<file path="config.mk">
export PLATFORM = sky130hd
export DESIGN_NAME = ct_ebiu_lowpower_ctrl
export DESIGN_NICKNAME = d
export VERILOG_FILES = /design/src/rtl/ct_ebiu_lowpower_ctrl.sv
export SDC_FILE = /design/constraint.sdc
export NUM_CORES = 1
export LEC_CHECK = 0
export BUFFER_PORTS_ARGS = -buffer_cell sky130_fd_sc_hd__buf_4
export CORE_UTILIZATION = 61
export CTS_CLUSTER_SIZE = 20
export DETAILED_ROUTE_END_ITERATION = 6
export GPL_TIMING_DRIVEN = 0
export PLACE_DENSITY = 0.82
export SYNTH_ARGS = -nofsm -noshare
export SYNTH_HDL_FRONTEND = slang
export SYNTH_SLANG_ARGS = --single-unit
</file>
<file path="constraint.sdc">
create_clock -name forever_cpuclk -period 3.85 [get_ports forever_cpuclk]
set_input_delay 0.385 -clock forever_cpuclk [delete_from_list [all_inputs] [get_ports forever_cpuclk]]
set_output_delay 0.385 -clock forever_cpuclk [all_outputs]
set_load 0.02 [all_outputs]
</file>
<file path="src/rtl/ct_ebiu_lowpower_ctrl.sv">
// ct_ebiu_lowpower_ctrl: AXI-style csysreq/csysack/cactive low-power handshake for a multi-channel EBIU,
// with drain-before-accept, timeout deny and an idle-driven cactive hint.
module ct_ebiu_lowpower_ctrl #(
   parameter int CH_NUM       = 3,
   parameter int IDLE_THRESH  = 8,
   parameter int DENY_TIMEOUT = 64,
   parameter int CNT_W        = 7
) (
   input  logic              forever_cpuclk,
   input  logic              cpurst,
   input  logic              clk_en,
   input  logic [CH_NUM-1:0] ebiu_chan_no_op,
   input  logic              ebiu_req_pending,
   input  logic              pad_ebiu_csysreq,
   output logic              ebiu_pad_csysack,
   output logic              ebiu_pad_cactive,
   output logic              ebiu_xx_no_op,
   output logic              ebiu_xx_lp_block,
   output logic              ebiu_lp_deny
);
   typedef enum logic [1:0] {RUN, DRAIN, LP, DENIED} state_t;

   localparam logic [CNT_W-1:0] ITH = CNT_W'(IDLE_THRESH);
   localparam logic [CNT_W-1:0] DTO = CNT_W'(DENY_TIMEOUT);

   state_t           state_q;
   logic [CNT_W-1:0] idle_cnt_q, idle_cnt_d, deny_cnt_q, deny_cnt_d;
   logic             csysack_q, cactive_q, lp_block_q, lp_deny_q;
   logic             idle, idle_hit, deny_hit;

   assign ebiu_xx_no_op    = &ebiu_chan_no_op;
   assign idle             = ebiu_xx_no_op & ~ebiu_req_pending;
   assign ebiu_pad_csysack = csysack_q;
   assign ebiu_pad_cactive = cactive_q;
   assign ebiu_xx_lp_block = lp_block_q;
   assign ebiu_lp_deny     = lp_deny_q;

   always_comb begin
      idle_cnt_d = !idle ? '0 : (idle_cnt_q == ITH) ? idle_cnt_q : idle_cnt_q + CNT_W'(1);
      deny_cnt_d = deny_cnt_q + CNT_W'(1);
      idle_hit   = (IDLE_THRESH > 0) && (idle_cnt_d == ITH);
      deny_hit   = deny_cnt_d == DTO;
   end

   always_ff @(posedge forever_cpuclk or posedge cpurst) begin
      if (cpurst) begin
         state_q    <= RUN;
         idle_cnt_q <= '0;
         deny_cnt_q <= '0;
         csysack_q  <= 1'b1;
         cactive_q  <= 1'b1;
         lp_block_q <= 1'b0;
         lp_deny_q  <= 1'b0;
      end else if (clk_en) begin
         lp_deny_q <= 1'b0;
         case (state_q)
            RUN: begin
               idle_cnt_q <= idle_cnt_d;
               cactive_q  <= ~idle_hit;
               // a pending low-power request keeps the clock alive while draining
               if (!pad_ebiu_csysreq) begin
                  state_q    <= DRAIN;
                  lp_block_q <= 1'b1;
                  deny_cnt_q <= '0;
                  cactive_q  <= 1'b1;
               end
            end
            DRAIN: begin
               if (pad_ebiu_csysreq) begin
                  state_q    <= RUN;
                  lp_block_q <= 1'b0;
               end else if (ebiu_xx_no_op) begin
                  state_q   <= LP;
                  csysack_q <= 1'b0;
                  cactive_q <= 1'b0;
               end else begin
                  deny_cnt_q <= deny_cnt_d;
                  if (deny_hit) begin
                     state_q    <= DENIED;
                     csysack_q  <= 1'b0;
                     cactive_q  <= 1'b1;
                     lp_block_q <= 1'b0;
                     lp_deny_q  <= 1'b1;
                  end
               end
            end
            LP: begin
               cactive_q <= ebiu_req_pending;
               if (pad_ebiu_csysreq) begin
                  state_q    <= RUN;
                  csysack_q  <= 1'b1;
                  cactive_q  <= 1'b1;
                  lp_block_q <= 1'b0;
                  idle_cnt_q <= '0;
               end
            end
            DENIED: begin
               if (pad_ebiu_csysreq) begin
                  state_q    <= RUN;
                  csysack_q  <= 1'b1;
                  idle_cnt_q <= '0;
               end
            end
            default: state_q <= RUN;
         endcase
      end
   end
endmodule

</file>
-- Yosys cells after proc, flatten, opt, wreduce, memory -nomap -nowiden
Index checks and enable logic that the tools add are counted.
W data, S select, Z words.
- flip-flop bits (word level): 20
- add/sub/neg operators: 2
- equal/unequal tests: 15
- muxes and demuxes: 34
- bitwise logic cells: 3
- reduce and logical (&&, ||, !) cells: 13
- operators by type and width (cell ; count):
    $mux W7 ; 6
    $pmux W7 S2 ; 2
    $mux W1 ; 17
    $add A7 B1 Y7 const B ; 2
    $eq A7 B4 Y1 const B ; 2
    $mux W2 ; 5
    $reduce_and A5 Y1 ; 2
    $ne A3 B3 Y1 const B ; 3
    $ne A2 B2 Y1 const B ; 4
    $reduce_and A4 Y1 ; 2
    $eq A7 B7 Y1 const B ; 1
    $pmux W1 S3 ; 2
    $pmux W2 S3 ; 1
    $reduce_and A3 Y1 ; 2
    $reduce_and A6 Y1 ; 1
    $reduce_bool A2 Y1 ; 3
    $eq A2 B2 Y1 const B ; 2
    $ne A4 B4 Y1 const B ; 1
    $reduce_bool A3 Y1 ; 1
    $eq A2 B1 Y1 const B ; 1
    $logic_not A2 Y1 ; 1
    $ne A2 B1 Y1 const B ; 1
    $not A1 Y1 ; 2
    $pmux W1 S2 ; 1
    2 further kinds ; 2

-- Logic depth before layout (Yosys ltp)
- depth after elaboration: 7
- mapped depth: 8

-- Worst setup path before layout
No wires, ideal clock.
- path type: flip-flop to flip-flop
- start: reg idle_cnt_q[0]
- end: reg cactive_q (netlist: ebiu_pad_cactive)
- setup time: 82 ps
- arrival: 1763 ps
- required time: 3768 ps
- path slack: 2005 ps
- stages on the path, launching flop included: 9
- buffers on the path: 1
- cells stage by stage: dfrtp_1 buf_4 inv_1 ha_1 or3b_4 nand2b_4 nor4b_2 a211oi_1 mux2_2
- word-level cells in the longest chain between the ends: 7
- elaborated cells on any way between the ends: 8
- classes of those cells: add/sub (1); eq/ne (2); mux (4); bitwise (1)
- ends and longest elaborated chain (element ; RTL line ; source):
    from (decl) ; 27 ; logic [CNT_W-1:0] idle_cnt_q, idle_cnt_d, deny_cnt_q, deny_cnt_d;
    from (signal assigned) ; 58 ; idle_cnt_q <= idle_cnt_d;
    $add A7 B1 Y7 / $eq A7 B4 Y1 (equally long branches) ; 39 ; idle_cnt_d = !idle ? '0 : (idle_cnt_q == ITH) ? idle_cnt_q : idle_cnt_q + CNT_W'(1);
    $mux W7 (*) (2 in a row) ; 39 ;
    $eq A7 B4 Y1 (*) ; 41 ; idle_hit = (IDLE_THRESH > 0) && (idle_cnt_d == ITH);
    $not A1 Y1 (*) ; 59 ; cactive_q <= ~idle_hit;
    $mux W1 (*) ; 61 ; if (!pad_ebiu_csysreq) begin
    $pmux W1 S3 (*) ; 56 ; case (state_q)
    to (signal assigned) ; 59 ;
    to (signal assigned) ; 88 ; cactive_q <= ebiu_req_pending;
    to (decl) ; 28 ; logic csysack_q, cactive_q, lp_block_q, lp_deny_q;
Every way passes the cells marked *; elsewhere a longest branch is shown, timed or not.
A chain may end at the register's enable or synchronous reset.

-- Worst setup path in the final report
- start: reg idle_cnt_q[1]
- end: reg cactive_q (netlist: ebiu_pad_cactive)
Same word-level chain as after synthesis.

==> flow_metrics.py <==
metrics = {
    "detailed_routing": {
        "firstDrtPassIters": 4,
        "drc": 0,
        "routed_wl_um": 2890,
        "via_count": 1257,
        "via_per_inst": 6.04,
        "drtIter0Drc": 41,
        "ant_nets": 0,
        "drt-wirelength-per-cell_um": 13.9,
    },
    "yosys": {
        "synthCells": 165,
        "avgSynthCellArea_um2": 8.66,
        "yosys_register_bits": 20,
        "ys_warn_count": 0,
        "synth_area_um2": 1430,
        "synth-edff-count": 0,
        "ys_seq_area_share_pct": 35.2,
        "ys_async_sr_fraction_pct": 100,
        "ys.flop_type": "dfrtp_1",
        "ys_types": 53,
        "syn_nets": 180,
    },
    "cts": {
        "cts.sinks": 20,
        "root_buffer": "clkbuf_4",
        "post-cts-setup-buffers": 0,
        "htreeDepth": 1,
        "cts_buffers": 3,
        "holdBufCountCts": 0,
        "cts_tree": "built",
        "cts_resized": 0,
        "clkTransAtPathRegs_ps": 110,
        "clock_latency_ps": 290,
        "clock_path_buffers": 2,
    },
    "timing": {
        "worst_slew_pin_slew_ps": 751,
        "fin_crit_ps": 2030,
        "slew_headroom_pct": 49.9,
        "post-route-period-util_pct": 52.8,
        "tns_ps": 0,
        "skew_ps": 1.74,
        "drv_slew": 0,
        "finalSetupViolCount": 0,
        "max_freq_mhz": 492,
        "finalHoldViolations": 0,
        "holdWs_ps": 211,
        "rsz0062_at_grt": "no",
        "finalWorstSetupSlack_ps": 1820,
    },
    "finish": {
        "antenna_cells": 0,
        "seq_area_um2": 503,
        "fillers": 179,
        "area_delta_synth_final_pct": 10.8,
        "multi_input_area_um2": 845,
        "final_area_um2": 1580,
        "nNetsFinal": 196,
        "layoutNonFillerInstCount": 208,
        "drive_gt1_share_pct": 18.9,
        "fin_util_pct": 71.5,
    },
    "global_route": {
        "grt_start_max_net_pins": 21,
        "grt_pass1_wl_um": 4950,
        "antenna_found_initial": 0,
        "top_usage_layer": "met2",
        "grt_use_met1_pct": 35.4,
        "grt_pass1_vias": 1126,
        "met3_usage_pct": 2.73,
        "track_usage_pct": 25.4,
        "grt-ovfl-total": 0,
        "use_met2_pct": 41.6,
    },
    "setup_path": {
        "critPathLaunch": "idle_cnt_q[1]",
        "worst_ep_arrival_time_ps": 2270,
        "crit_path_start_kind": "flip-flop",
        "required_ps": 4090,
        "cp_slowest_cell": "dfrtp_1",
        "end_kind": "flip-flop",
        "cpPeakStageDelay_ps": 520,
        "rrSetupSlack_ps": 1820,
        "crit_fanout": 8,
        "worstReg2RegStart": "idle_cnt_q[1]",
        "crit_type": "reg -> reg",
        "crit_path_cell_trace": "inv_1 -> ha_1 -> nor4b_1 -> nand3_1 -> o21ai_0 -> a211oi_1 -> mux2_2",
    },
    "pwr": {
        "p_int_mw": 0.461,
        "sequentialPowerShare_pct": 40.2,
        "total_power_mw": 0.771,
        "p_leak_nw": 0.675,
        "ir_worst_vdd_v": 0.000357,
        "cellPowerDensity_nw_per_um2": 487,
        "p_switching_mw": 0.311,
        "p_clk_share_pct": 15.8,
        "combPwrFrac_pct": 44.0,
        "p_sw_share_pct": 40.3,
    },
    "floorplan": {
        "start_util_pct": 64.6,
        "die_area_um2": 2540,
        "io-pin-count": 13,
        "core_area_um2": 2210,
        "rows": 17,
        "die_w_um": 50.4,
        "die_h_um": 50.4,
    },
    "placement": {
        "port_buffers": 11,
        "place_inst": 204,
        "place_hpwl_um": 2180,
        "globalplace.congestion": 0.834,
        "placed_area_um2": 1550,
        "post-place-ws_ps": 1840,
    },
    "run": {
        "maxCapViolCount": 0,
    },
    "run_status": {
        "status": "finished clean",
    },
    "worst_hold_path": {
        "min_path_type": "in -> async",
    },
}
## path summary, 6_finish.rpt
path | cells past startpoint | end
setup / recovery | 7 | ebiu_pad_cactive
hold / removal | 2 | deny_cnt_q[4]
setup reg to reg | 7 | ebiu_pad_cactive
hold reg to reg | 1 | ebiu_pad_csysack
max in group asynchronous | 2 | idle_cnt_q[5]
min in group forever_cpuclk | 4 | state_q[1]
## cells in the mapped netlist, drive strengths merged, types with 2 or more instances
| cell | n | area share [%] |
|---|---|---|
| o21ai | 23 | 8.1 |
| dfrtp | 18 | 32 |
| nand2 | 16 | 4.2 |
| inv | 14 | 3.7 |
| nor2 | 11 | 2.9 |
| ha | 7 | 6.1 |
| nand3 | 7 | 2.8 |
| and3 | 4 | 1.8 |
| nand2b | 4 | 2.3 |
| nand4 | 4 | 1.8 |
| o211ai | 4 | 2.5 |
| a31oi | 3 | 1.3 |
| buf | 3 | 1.2 |
| clkbuf | 3 | 0.79 |
| mux2i | 3 | 2.1 |
| nor2b | 3 | 1.3 |
| o22ai | 3 | 1.3 |
| a211oi | 2 | 1.4 |
| and2 | 2 | 0.96 |
| dfstp | 2 | 3.7 |
| nor3 | 2 | 0.70 |
| nor4 | 2 | 1.3 |
| nor4b | 2 | 1.7 |
| o31ai | 2 | 1.1 |
| o41ai | 2 | 1.2 |
| or3b | 2 | 1.4 |
## cell type report
type                       count  share of cell area, %
tap                           28                   2.21
sequential                    20                   31.8
timing repair buffer          11                   5.22
clock buffer                   4                   2.29
buffer                         6                   1.82
inverter                      14                   3.32
multi-input combinational    125                   53.4
## flip-flops by register name, indices dropped and copies added, names as in the netlist
| register | count |
|---|---|
| idle_cnt_q | 7 |
| state_q | 2 |
| deny_cnt_q | 7 |
| ebiu_pad_csysack | 1 |
| ebiu_xx_lp_block | 1 |
| ebiu_lp_deny | 1 |
| ebiu_pad_cactive | 1 |
## worst max-delay path, delay by kind of cell, from the launching register on
kind                       cells  cell delay [ps]
muxes                          1              270
AOI/OAI and AO/OA              2              310
adders and majority gates      1              290
and+or+nand+nor                2              500
DFF                            1              520
buffers and inverters          1               80
## power groups by stage
stage | Combinational [mW] | Sequential, mW | Clock (mW)
final | 0.340 | 0.310 | 0.121
after global routing | 0.379 | 0.319 | 0.133
after CTS | 0.338 | 0.309 | 0.125
after detailed placement | 0.336 | 0.313 | 0
after global placement | 0.329 | 0.309 | 0
after floorplan | 0.244 | 0.315 | 0
## layer usage
metal  part of all wire, %  routed length, um  vias up
met1                    47               1350      589
met3                   3.6                103        2
met4                  0.55                 16        0
li1                      -                  -      633
met5                     0                  0        -
met2                    49               1420       33
## cells by family after synthesis
kind of cell	Yosys count	share of synthesized area (%)
AO/OA/AOI/OAI	49	22.9
multiplexers	4	2.89
adder cells (fa/ha/maj)	7	6.13
flip-flops	20	35.2
buffers and inverters	20	5.69
XOR/XNOR	1	0.613
AND/OR/NAND/NOR	64	26.5
## cell usage in the layout, fill, tap and decap left out, types with 2 or more instances in the layout
| cell type | netlist | final |
|---|---|---|
| a31oi_1 | 3 | 3 |
| dfrtp_1 | 18 | 18 |
| nor2b_1 | 3 | 3 |
| and3_1 | 3 | 3 |
| nor3_1 | 2 | 2 |
| ha_1 | 7 | 7 |
| mux2i_1 | 3 | 3 |
| nand4_1 | 4 | 4 |
| dfstp_2 | 2 | 2 |
| nand2b_1 | 3 | 3 |
| buf_4 | 1 | 12 |
| buf_2 | 2 | 2 |
| o211ai_1 | 3 | 3 |
| nand2_1 | 16 | 16 |
| nand3_1 | 6 | 6 |
| o41ai_1 | 2 | 2 |
| o31ai_1 | 2 | 2 |
| inv_1 | 14 | 14 |
| clkbuf_1 | 3 | 3 |
| o22ai_1 | 3 | 3 |
| nor2_1 | 11 | 11 |
| clkbuf_4 | 0 | 3 |
| o21ai_0 | 23 | 23 |
Note: power is estimated with default switching activity, not from simulation.
